===== src/rtl/am_env_demod.sv =====
// AM envelope demodulator: full-wave rectify offset-binary ADC samples, then accumulate-and-dump over 2^WIN_LOG2 samples.
// Optional macro AM_ENV_DEMOD_SCALE_EN rescales the rectified mean to peak amplitude (x201/128) with one extra stage.
module am_env_demod #(
  parameter int unsigned MID      = 2047,
  parameter int unsigned WIN_LOG2 = 6
) (
  input  logic        clk,
  input  logic        rst,
  input  logic        en,
  input  logic        adc_valid,
  input  logic [11:0] adc_data,
  output logic [11:0] env_out,
  output logic        env_valid,
  output logic        env_clip
);

  localparam int unsigned AW = 11 + WIN_LOG2;

  localparam logic [1:0] S_IDLE  = 2'd0;
  localparam logic [1:0] S_ACCUM = 2'd1;
  localparam logic [1:0] S_DUMP  = 2'd2;

  logic [11:0]         mid_c;
  logic [11:0]         diff_c;
  logic [10:0]         mag_c;
  logic                s1_valid;
  logic [10:0]         s1_mag;
  logic                s1_clip;
  logic [1:0]          state;
  logic [AW-1:0]       acc;
  logic [WIN_LOG2-1:0] cnt;
  logic                sticky;
  logic [10:0]         mean_c;

  assign mid_c = 12'(MID);

  // Rectify about the midpoint; 4095 would give 2048, so saturate to 11 bits.
  always_comb begin
    diff_c = '0;
    mag_c  = '0;
    if (adc_data >= mid_c) diff_c = adc_data - mid_c;
    else                   diff_c = mid_c - adc_data;
    mag_c = (diff_c > 12'd2047) ? 11'd2047 : diff_c[10:0];
  end

  always_ff @(posedge clk or posedge rst) begin
    if (rst) begin
      s1_valid <= 1'b0;
      s1_mag   <= '0;
      s1_clip  <= 1'b0;
    end else begin
      s1_valid <= adc_valid;
      if (adc_valid) begin
        s1_mag  <= mag_c;
        s1_clip <= (adc_data == 12'd0) || (adc_data == 12'd4095);
      end
    end
  end

  assign mean_c = acc[AW-1:WIN_LOG2];

  always_ff @(posedge clk or posedge rst) begin
    if (rst) begin
      state  <= S_IDLE;
      acc    <= '0;
      cnt    <= '0;
      sticky <= 1'b0;
    end else begin
      case (state)
        S_ACCUM: begin
          if (!en) begin
            state  <= S_IDLE;
            acc    <= '0;
            cnt    <= '0;
            sticky <= 1'b0;
          end else if (s1_valid) begin
            acc    <= acc + AW'(s1_mag);
            cnt    <= cnt + 1'b1;
            sticky <= sticky | s1_clip;
            if (cnt == '1) state <= S_DUMP;
          end
        end
        S_DUMP: begin
          // A sample arriving during the dump opens the next window.
          if (en && s1_valid) begin
            acc    <= AW'(s1_mag);
            cnt    <= WIN_LOG2'(1);
            sticky <= s1_clip;
          end else begin
            acc    <= '0;
            cnt    <= '0;
            sticky <= 1'b0;
          end
          state <= en ? S_ACCUM : S_IDLE;
        end
        default: begin
          acc    <= '0;
          cnt    <= '0;
          sticky <= 1'b0;
          if (en) state <= S_ACCUM;
          else    state <= S_IDLE;
        end
      endcase
    end
  end

`ifdef AM_ENV_DEMOD_SCALE_EN
  logic        m_valid;
  logic [10:0] m_mean;
  logic        m_clip;
  logic [11:0] scaled_c;

  always_comb begin
    scaled_c = 12'((19'(m_mean) * 19'd201) >> 7);
  end

  always_ff @(posedge clk or posedge rst) begin
    if (rst) begin
      m_valid   <= 1'b0;
      m_mean    <= '0;
      m_clip    <= 1'b0;
      env_valid <= 1'b0;
      env_out   <= '0;
      env_clip  <= 1'b0;
    end else begin
      m_valid   <= (state == S_DUMP);
      if (state == S_DUMP) begin
        m_mean <= mean_c;
        m_clip <= sticky;
      end
      env_valid <= m_valid;
      if (m_valid) begin
        env_out  <= (scaled_c > 12'd2047) ? 12'd2047 : scaled_c;
        env_clip <= m_clip;
      end
    end
  end
`else
  always_ff @(posedge clk or posedge rst) begin
    if (rst) begin
      env_valid <= 1'b0;
      env_out   <= '0;
      env_clip  <= 1'b0;
    end else begin
      env_valid <= (state == S_DUMP);
      if (state == S_DUMP) begin
        env_out  <= {1'b0, mean_c};
        env_clip <= sticky;
      end
    end
  end
`endif

endmodule


===== config.mk =====
export PLATFORM = sky130hd
export DESIGN_NAME = am_env_demod
export DESIGN_NICKNAME = d
export VERILOG_FILES = /design/src/rtl/am_env_demod.sv
export SDC_FILE = /design/constraint.sdc
export NUM_CORES = 1
export LEC_CHECK = 0
export BUFFER_PORTS_ARGS = -buffer_cell sky130_fd_sc_hd__buf_2
export CELL_PAD_IN_SITES_DETAIL_PLACEMENT = 1
export CELL_PAD_IN_SITES_GLOBAL_PLACEMENT = 1
export CORE_AREA = 2 2 82 84
export DETAILED_ROUTE_END_ITERATION = 8
export DIE_AREA = 0 0 84 86
export PLACE_DENSITY = 0.94
export REMOVE_ABC_BUFFERS = 1
export SETUP_SLACK_MARGIN = 0.15
export SYNTH_ARGS = -nofsm -noshare
export SYNTH_HDL_FRONTEND = slang
export SYNTH_SLANG_ARGS = --single-unit

===== constraint.sdc =====
create_clock -name clk -period 3.4 [get_ports clk]
set_input_delay 0.68 -clock clk [delete_from_list [all_inputs] [get_ports clk]]
set_output_delay 0.68 -clock clk [all_outputs]
set_load 0.01 [all_outputs]

==> flow_summary.ini <==
[min_path]
worstHoldEndpoint = acc[16]$_DFFE_PP0P_
worst_hold_startpoint = acc[16]$_DFFE_PP0P_
type_of_the_tightest_min_delay_check = reg2reg
min_path_cells = 1

[power_and_ir_drop]
sequentialPowerShare = 0.545
net-switching-power_uw = 357
switching_portion_of_total_power = 0.292
pwr_density_cell_nw_per_um2 = 368
power_frac_comb = 0.179
max_rail_drop_vdd_mv = 0.301
leakage_nw = 1.54
p_clk_frac = 0.276
p_int_uw = 867

[floorplanning]
initial_utilization = 0.487
io-pin-count = 30
die_h_um = 86
rows = 29
design.core.area_um2 = 6280
fp.dieW_um = 84
die_area_um2 = 7220

[synthesis]
number_of_enable_flip_flop_cells_after_synthesis = 0
synthFlopType = dfrtp_1
synth_warnings = 0
synthDistinctLibCells = 61
synth_seq_area_share = 0.425
mappedNetlistArea_um2 = 3060
synth-async-reset-ratio = 1.00
post_syn_instances = 312
post_synth.cell_area_avg_um2 = 9.81
synthesis_stage_register_bit_count = 52

[setup_path]
worst_case_reg_to_reg_path_depth = 8
max_stage_delay_cell_worst_path = dfrtp_1
worst_flop_to_flop_path_endpoint = acc[8]$_DFFE_PP0P_
setup.worst_path.class = reg2reg
cp_cell_sequence = ha_1 -> fa_1 -> a21o_1 -> a21oi_1 -> nor2_1 -> o21a_1 -> mux2_2 -> o21ai_0
cp.required_ns = 3.60
r2r_setup_slack_ns = 0.92
start_kind = flip-flop
cpPeakStageDelay_ns = 0.42
maximum_fanout_along_the_worst_path = 3
cp.arrival_ns = 2.69
end_kind = flip-flop
timing.rr.start = s1_mag[0]$_DFFE_PP0P_

[timing]
timing.final.hold_violations = 0
fin_ws_ns = 0.918
rsz_0062_raised_after_global_routing = no
final_min_period_over_clock_period = 0.730
fin_crit_ns = 2.48
worst_slew_margin_rel = 0.301
fmaxAchievable_mhz = 403
number_of_pins_exceeding_their_max_slew_limit_in_the_final_report = 0
fin_setup_tns_ns = 0
tightest_slew_ns = 1.05
worst_clock_skew_ns = 0.00735
timing.final.setup_violations = 0

[route]
detailroute.via_count = 2514
detail-route-antenna-nets = 0
first_pass_iters = 4
wl_per_cell_um = 17.8
post_drt_via_cell_ratio = 6.09
wirelength_um = 7360
number_of_design_rule_violations_left_after_detail_routing = 0
drt_first_iter_violations = 76

[global_routing]
grt_start_max_net_pins = 53
grt_usage = 0.224
first_global_vias = 2730
antenna_found_initial = 0
grt_first_pass_wirelength_um = 13200
globalRouteOverflowTotal = 0

[clock_tree]
tritoncts = yes
cts_num_sinks = 52
clock_latency_ns = 0.31
htree_num_levels = 2
post_cts_resize_count = 0
ctsLongestPathBuffers = 2
numCtsBuffers = 5
cts-hold-fix-buffers = 0
path_clk_slew_ns = 0.09
clk_root_buffer_cell = clkbuf_8
post_cts_setup_buffers = 0

[run]
drv.max_cap_violation_count = 0

[layout]
antenna_cells_inserted = 0
fraction_of_final_layout_cells_sized_beyond_drive_strength_1 = 0.196
area_growth_pct = 8.75
post_route_utilization = 0.530
final_net_count = 369

[placed_design]
dp_hpwl_um = 5610
port_buffers = 28
place.gp.congestion = 0.820
preCtsSetupSlack_ns = 0.928

[status]
outcome = finished clean
cells in the final DEF (no fill, tap or decap), types with 12 or more instances in the layout:
cell type	synthesis	routed
nand3_1	12	12
mux2_2	14	14
inv_1	14	13
ha_1	16	16
o21ai_0	24	24
nand2_1	22	22
nor2_1	20	20
a21oi_1	17	17
buf_2	4	28
dfrtp_1	52	52
synth_stat cells, drive strengths merged, types with 2 or more instances:
master,instances,area share
a21oi,18,0.031
or3,2,0.0057
o311ai,2,0.0057
a31oi,5,0.010
a21boi,2,0.0049
clkbuf,7,0.0086
inv,14,0.017
o22a,11,0.032
xor2,8,0.023
and3,5,0.011
o21ai,25,0.042
a221oi,2,0.0057
nand4,8,0.018
nor4,3,0.010
nand2b,2,0.0041
buf,7,0.014
a22oi,10,0.025
nor3,4,0.0082
ha,16,0.065
a31o,2,0.0057
mux2,14,0.052
nor2,20,0.025
a32oi,2,0.0057
o31ai,2,0.0049
and2,4,0.0082
a21o,2,0.0049
nand2,22,0.027
a22o,2,0.0057
nand3,12,0.020
nor2b,2,0.0041
xnor2,7,0.020
dfrtp,52,0.43
or2,2,0.0041
cells by family (layout without fill, tap and decap cells):
logic type / Yosys count / count (layout) / share of synthesized area
AOI/OAI and AO/OA: 97 / 97 / 0.217
xor gates and xnor gates: 15 / 15 / 0.0429
adders and majority gates: 17 / 17 / 0.0720
buffers and inverters: 28 / 52 / 0.0397
DFF: 52 / 52 / 0.425
muxes: 14 / 14 / 0.0515
other: 1 / 1 / 0.00123
and+or+nand+nor: 88 / 88 / 0.150
how the worst max path moves through the flow:
stage,startpoint,depth (start not counted),end,slack [ns]
finish,s1_mag[0]$_DFFE_PP0P_,8,acc[8]$_DFFE_PP0P_,0.92
global route,s1_mag[0]$_DFFE_PP0P_,8,acc[12]$_DFFE_PP0P_,0.75
CTS,s1_mag[0]$_DFFE_PP0P_,8,acc[8]$_DFFE_PP0P_,0.89
detailed placement,s1_mag[0]$_DFFE_PP0P_,8,acc[8]$_DFFE_PP0P_,0.93
global placement,s1_mag[0]$_DFFE_PP0P_,8,acc[8]$_DFFE_PP0P_,1.09
floorplan,s1_mag[0]$_DFFE_PP0P_,8,acc[8]$_DFFE_PP0P_,1.35
flip-flops by register name, summed over array words and instances (netlist names):
register	cells
s1_valid	1
acc	17
env_clip	1
s1_clip	1
sticky	1
env_out	11
env_valid	1
s1_mag	11
state	2
cnt	6
through the flow:
step | hold slack (ns) | area, um^2 | std cells | total power [mW]
2_1_floorplan | 0.445 | 2990 | 298 | 0.825
3_3_place_gp | 0.468 | 3250 | 406 | 0.880
3_5_place_dp | 0.491 | 3250 | 406 | 0.898
4_1_cts | 0.512 | 3330 | 413 | 1.23
5_1_grt | 0.530 | 3330 | 413 | 1.29
6_report | 0.499 | 3330 | 413 | 1.22
worst max-delay path, delay by kind of cell (launching register included):
kind | cells | cell delay [ns]
flip-flops | 1 | 0.42
AND/OR/NAND/NOR | 1 | 0.11
multiplexers | 1 | 0.28
AO/OA/AOI/OAI | 4 | 0.91
adder cells (fa/ha/maj) | 2 | 0.67
metal layers:
metal / GRT usage / vias up / routed length, um / part of all wire
met1: 0.276 / 1263 / 3240 / 0.44
met2: 0.407 / 44 / 3790 / 0.51
li1: - / 1199 / - / -
met4: 0.0528 / 0 / 86 / 0.012
met3: 0.0414 / 8 / 246 / 0.033
met5: 0 / - / 0 / 0
layout make-up:
type	instances	area, um^2
Tap cell	77	96.3
Clock inverter	1	5.00
Inverter	14	52.6
Fill cell	733	2950
Clock buffer	6	72.6
Timing Repair Buffer	31	163
Sequential cell	52	1300
Multi-Input combinational cell	232	1640
power groups by stage:
stage	Clock (mW)	Sequential, mW	Combinational (mW)
finish	0.338	0.667	0.219
floorplan	0	0.670	0.155
global placement	0	0.676	0.203
CTS	0.344	0.667	0.219
detailed placement	0	0.679	0.218
global route	0.369	0.671	0.246
(Power assumes the default switching activity.)
